### src/rtl/wf_period_meter.sv
// wf_period_meter: counts time-base ticks between successive active edges of sig_in,
// with saturation, a no-edge timeout and a synchronous clear.
module wf_period_meter #(
  parameter int   WIDTH   = 16,
  parameter int   TIMEOUT = 1023,
  parameter logic EDGE    = 1'b0
) (
  input  logic             clk,
  input  logic             reset_n,
  input  logic             tick,
  input  logic             sig_in,
  input  logic             clear,
  output logic [WIDTH-1:0] period,
  output logic             period_valid,
  output logic             overflow,
  output logic             timeout,
  output logic             busy
);
  typedef enum logic {IDLE, MEASURE} state_t;
  localparam logic [WIDTH-1:0] TO  = WIDTH'(TIMEOUT);
  localparam logic [WIDTH-1:0] ONE = WIDTH'(1);
  state_t           state_q;
  logic             s1_q, s2_q, sp_q, ovf_pend_q;
  logic [WIDTH-1:0] cnt_q;
  logic             act_edge, to_hit;
  assign act_edge = EDGE ? (sp_q & ~s2_q) : (s2_q & ~sp_q);
  assign to_hit   = (TIMEOUT != 0) && (cnt_q == TO);
  assign busy     = state_q == MEASURE;
  // Synchronizer resets to the inactive level so a steady input never looks like an edge.
  always_ff @(posedge clk or negedge reset_n) begin
    if (!reset_n) begin
      s1_q         <= ~EDGE;
      s2_q         <= ~EDGE;
      sp_q         <= ~EDGE;
      state_q      <= IDLE;
      cnt_q        <= '0;
      ovf_pend_q   <= 1'b0;
      period       <= '0;
      overflow     <= 1'b0;
      period_valid <= 1'b0;
      timeout      <= 1'b0;
    end else begin
      s1_q         <= sig_in;
      s2_q         <= s1_q;
      sp_q         <= s2_q;
      period_valid <= 1'b0;
      timeout      <= 1'b0;
      if (clear) begin
        state_q    <= IDLE;
        cnt_q      <= '0;
        ovf_pend_q <= 1'b0;
        period     <= '0;
        overflow   <= 1'b0;
      end else if (act_edge) begin
        state_q    <= MEASURE;
        cnt_q      <= tick ? ONE : '0;
        ovf_pend_q <= 1'b0;
        if (state_q == MEASURE) begin
          period       <= cnt_q;
          overflow     <= ovf_pend_q;
          period_valid <= 1'b1;
        end
      end else if (state_q == MEASURE && tick) begin
        if (to_hit) begin
          timeout <= 1'b1;
          state_q <= IDLE;
          cnt_q   <= '0;
        end else if (&cnt_q) begin
          ovf_pend_q <= 1'b1;
        end else begin
          cnt_q <= cnt_q + ONE;
        end
      end
    end
  end
endmodule
### config.mk
export PLATFORM = sky130hd
export DESIGN_NAME = wf_period_meter
export DESIGN_NICKNAME = d
export VERILOG_FILES = /design/src/rtl/wf_period_meter.sv
export SDC_FILE = /design/constraint.sdc
export NUM_CORES = 1
export LEC_CHECK = 0
export BUFFER_PORTS_ARGS = -buffer_cell sky130_fd_sc_hd__buf_2
export CAP_MARGIN = 25
export CORE_UTILIZATION = 44
export DETAILED_ROUTE_END_ITERATION = 6
export PLACE_DENSITY = 0.69
export REMOVE_ABC_BUFFERS = 1
export SYNTH_ARGS = -nofsm -noshare
export SYNTH_HDL_FRONTEND = slang
export SYNTH_SLANG_ARGS = --single-unit
### constraint.sdc
create_clock -name clk -period 2 [get_ports clk]
set_input_delay 0.1 -clock clk [delete_from_list [all_inputs] [get_ports clk]]
set_output_delay 0.1 -clock clk [all_outputs]
set_load 0.05 [all_outputs]
# == After elaboration in Yosys (flattened, before gate mapping) ==
# Cells that the tools add are included.
# totals
reg_bits,40
mem_count,0
elab_cells,55
rom_bits,0
ramBits,0
latch_bits,0
# classes
magnitude_cmp,0
reduce_logical,11
n_addsub,1
n_shift,0
eq_ne,3
n_mul,0
div,0
n_bitwise,2
muxes,28
# op_table
op,count
two-way mux 16 bit,8
two-way mux 1 bit,20
"adder 16 x 1 -> 16 bit, second input constant",1
"== test 16 x 10 -> 1 bit, second input constant",1
AND reduction 16 bit,1
nonzero test 3 bit,3
AND reduction 2 bit,3
"!= test 4 bit, second input constant",1
nonzero test 2 bit,2
"!= test 3 bit, second input constant",1
AND reduction 3 bit,1
bitwise AND 1 bit,1
logical AND 1 bit,1
NOT 1 bit,1

# == Depth between registers and ports, before layout ==
# depth
depth_word,6
depth_mapped,6
ltp_nobuf,5

# == Worst setup path before layout ==
# No wires, ideal clock.
# synth_path
path_kind,register -> register
startpoint,register state_q (netlist: busy)
endpoint,register cnt_q[1]
setup_ns,0.118
arrival_ns,1.861
required_time_ns,1.882
path_stages_with_launch,6
path_buffers,1
slack_ns,0.021
path_cell_list,dfrtp_1 -> and2_1 -> nor3_1 -> clkbuf_1 -> nor4_1 -> a2bb2o_4
# synth_via
elab_chain_cells,3
# synth_rtl
element,line_no,source
start: declaration,22,state_t state_q;
start signal: assignment,35,state_q <= IDLE;
start signal: assignment,49,state_q <= IDLE;
start signal: assignment,55,state_q <= MEASURE;
logical AND 1 bit,63,end else if (state_q == MEASURE && tick) begin
nonzero test 3 bit (no line),--,
AND reduction 2 bit (no line),--,
end signal: assignment,56,cnt_q <= tick ? ONE : '0;
end signal: assignment,71,cnt_q <= cnt_q + ONE;
end: declaration,24,logic [WIDTH-1:0] cnt_q;
# No other way between the ends.
# A chain may end at the register's enable or synchronous reset.

# == Final worst setup path ==
# layout_path
startpoint,register cnt_q[10]
endpoint,register cnt_q[2]
# layout_via
elab_chain_cells,5
elab_cells_between_ends,8
# layout_rtl
element,line_no,source
== test 16 x 10 -> 1 bit,27,assign to_hit = (TIMEOUT != 0) && (cnt_q == TO);
two-way mux 16 bit,64,if (to_hit) begin
two-way mux 16 bit,63,
two-way mux 16 bit,54,end else if (act_edge) begin
two-way mux 16 bit,48,if (clear) begin
# Several ways; a longest one is shown, not always the timed one. The select of a mux whose other input is x is not followed.

==> metrics.txt <==
Sw Ratio=23.5%; P_leak=1.05 nW; CTS Buffer Depth=2; total stage count of the critical path=5; count of final setup violators=0; Synth async-reset ratio=100%; area grow syn2layout=22.2%; max incr delay on CP=540 ps; Synth top area share=48.8%; final hold violations=0; Sink Count=40; filler cell count=335; synth cell count leaders=dfrtp_1, a22o_1, or4_1; placed insts=254; TritonCTS clock tree=built; Crit path max-delay family=simple AND/OR/NAND/NOR gates; final period utilization=95.0%; unrepaired setup endpoints after global routing=false; worst path required time=2170 ps; largest net degree at the start of global routing=41; Antenna Cells=0; placed wire-length estimate=3080 um; H-tree lvl count=2; Synth Area per Inst=11.4 um^2; initial core utilization=46.7%; io pins=25; Die Wd=67.6 um; Sequential cell area=0.00101 mm^2; Psw=0.351 mW; Seq/Total Area, Yosys=53.0%; # Post-CTS Setup Buffers=0; Remaining DRCs=0; TNS Setup=0 ps; layout cells sized above 1=30.8%; Fmax=527 MHz; status=completed; First-pass DRT Iterations=4; area occupied by multi-input gates=842 um^2; Int Power=1.14 mW; CTS Buf Count=5; Max Cap Viol=0; critical path class=flip-flop to flip-flop; GR Util All Layers=21.5%; Worst R2R Path Depth=5; initial antenna violation count=0; synthesis warning total=0; crit-path cells=or4_4 -> nor4_4 -> a21o_4 -> buf_4 -> a21oi_1; Core Area=0.00406 mm^2; final instance area=0.00232 mm^2; most numerous cell in the Yosys netlist=dfrtp_1; Peak VDD IR=0.534 mV; Primary FF master, synth=dfrtp_1; Yosys top cell by area=dfrtp_1; Slew Limit Fails=0; drt wl/cell=16.6 um; first-pass GRT wire length=7130 um; vias=1,592; Post-synth EDFFs=0; initial drt markers=149; clock slew at reported path FFs=70 ps; Synth area leaders=dfrtp_1, a22o_1, or4_1, o31ai_1, dfstp_2; Crit. End Element=flip-flop; Root Driver=clkbuf_8; Synth Register Bits=40; Routed Antenna Nets=0; clock share of power=36.7%; Clock Latency Late Sink=290 ps; Crit Path Max Fanout=11; gpl congestion=0.844; post-synth cell types=40; worst slew pin tran=883 ps; vias per cell=6.03; WP data arrival=2070 ps; total power=1.49 mW; Port-buffer cells=24; die height=67.6 um; max_slew headroom=41.1%; Cell Pwr Density=645 mW/mm^2; Post-Syn Area=0.00190 mm^2; sequential share of power=55.7%; Hold Crit Depth=2; fin nets=219; GRT overflow=0; number of global-route vias before repair=1,485; row count=23; dpl cell area=0.00219 mm^2; final std cells w/o fill=264; Mapped Cells=167; Die ar.=0.00457 mm^2; Critical Path Start Type=flip-flop; min cycle time layout=1900 ps; final WL=4390 um; Comb pwr share=7.6%; skew final=6.73 ps; CP Buf/Inv Count=1; hold crit path type=primary input to flip-flop; Slowest-stage cell, CP=or4_4
repair_timing:
action	4_1_cts	5_1_grt
resized for setup	0	4
hold buffers	2	0
hold endpoints to repair	38	0
endpoints found under the setup margin	0	2
placed cells by master (no fill, tap or decap), types with 2 or more instances in the layout:
master and instances:
a211oi_1 2, nand3_1 6, dfrtp_1 36, and4_1 2, clkbuf_8 6, or4_1 14
and2_1 2, nand4_1 5, nor2_1 4, o31ai_1 12, nor3_1 3, inv_1 3
and3_1 3, dfstp_2 3, buf_2 24, a21oi_1 13, clkbuf_1 2, dlygate4sd3_1 2
buf_4 22, a311oi_1 2, nand2_1 9, nor4_1 2, a22o_1 17
registers in the layout, indices dropped and copies added, names as in the netlist:
name	flops
busy	1
overflow	1
timeout	1
s1_q	1
cnt_q	16
period_valid	1
s2_q	1
sp_q	1
period	16
ovf_pend_q	1
per-layer routing:
layer,track usage [%],part of all wire (%)
met1,29.3,46
met3,5.41,6.2
met4,10.1,1.8
met2,31.7,46
met5,0,0
through the flow:
stage / util (%) / worst slack [ps] / hold slack, ps
6_report: 57.1 / 101 / 112
5_1_grt: 57.1 / 2.88 / 144
4_1_cts: 56.7 / 20.4 / 95.7
3_5_place_dp: 54.0 / 62.1 / 206
3_3_place_gp: 54.0 / 53.6 / 205
2_1_floorplan: - / -212 / -196
cell families after synthesis:
| logic type | share of synthesized area (%) |
|---|---|
| AND/OR/NAND/NOR | 20.5 |
| AO/OA/AOI/OAI | 22.5 |
| flip-flops | 53.0 |
| buffers and inverters | 3.30 |
| adder cells (fa/ha/maj) | 0.660 |
path summary, 6_finish.rpt:
check                      slack [ps]  endpoint  startpoint
setup / recovery                  100  cnt_q[2]   cnt_q[10]
hold / removal                    110      busy       clear
setup reg to reg                  100  cnt_q[2]   cnt_q[10]
hold reg to reg                   360      s2_q        s1_q
max in group asynchronous         930  cnt_q[1]     reset_n
min in group asynchronous         460  cnt_q[3]     reset_n
area by class of cell:
type                            count  area share (%)
Sequential cell                    40            43.4
Inverter                            3           0.486
Timing Repair Buffer               48            13.2
Multi-Input combinational cell    115            36.3
Clock buffer                        8            3.89
Tap cell                           50            2.70
power groups by stage:
stage | Combinational (mW) | Sequential [mW] | Clock (mW)
5_1_grt | 0.126 | 0.834 | 0.590
4_1_cts | 0.113 | 0.831 | 0.567
3_5_place_dp | 0.110 | 0.846 | 0
2_1_floorplan | 0.0480 | 0.855 | 0
6_report | 0.114 | 0.832 | 0.548
3_3_place_gp | 0.108 | 0.846 | 0
No activity file was read; power rests on OpenSTA's default activity.
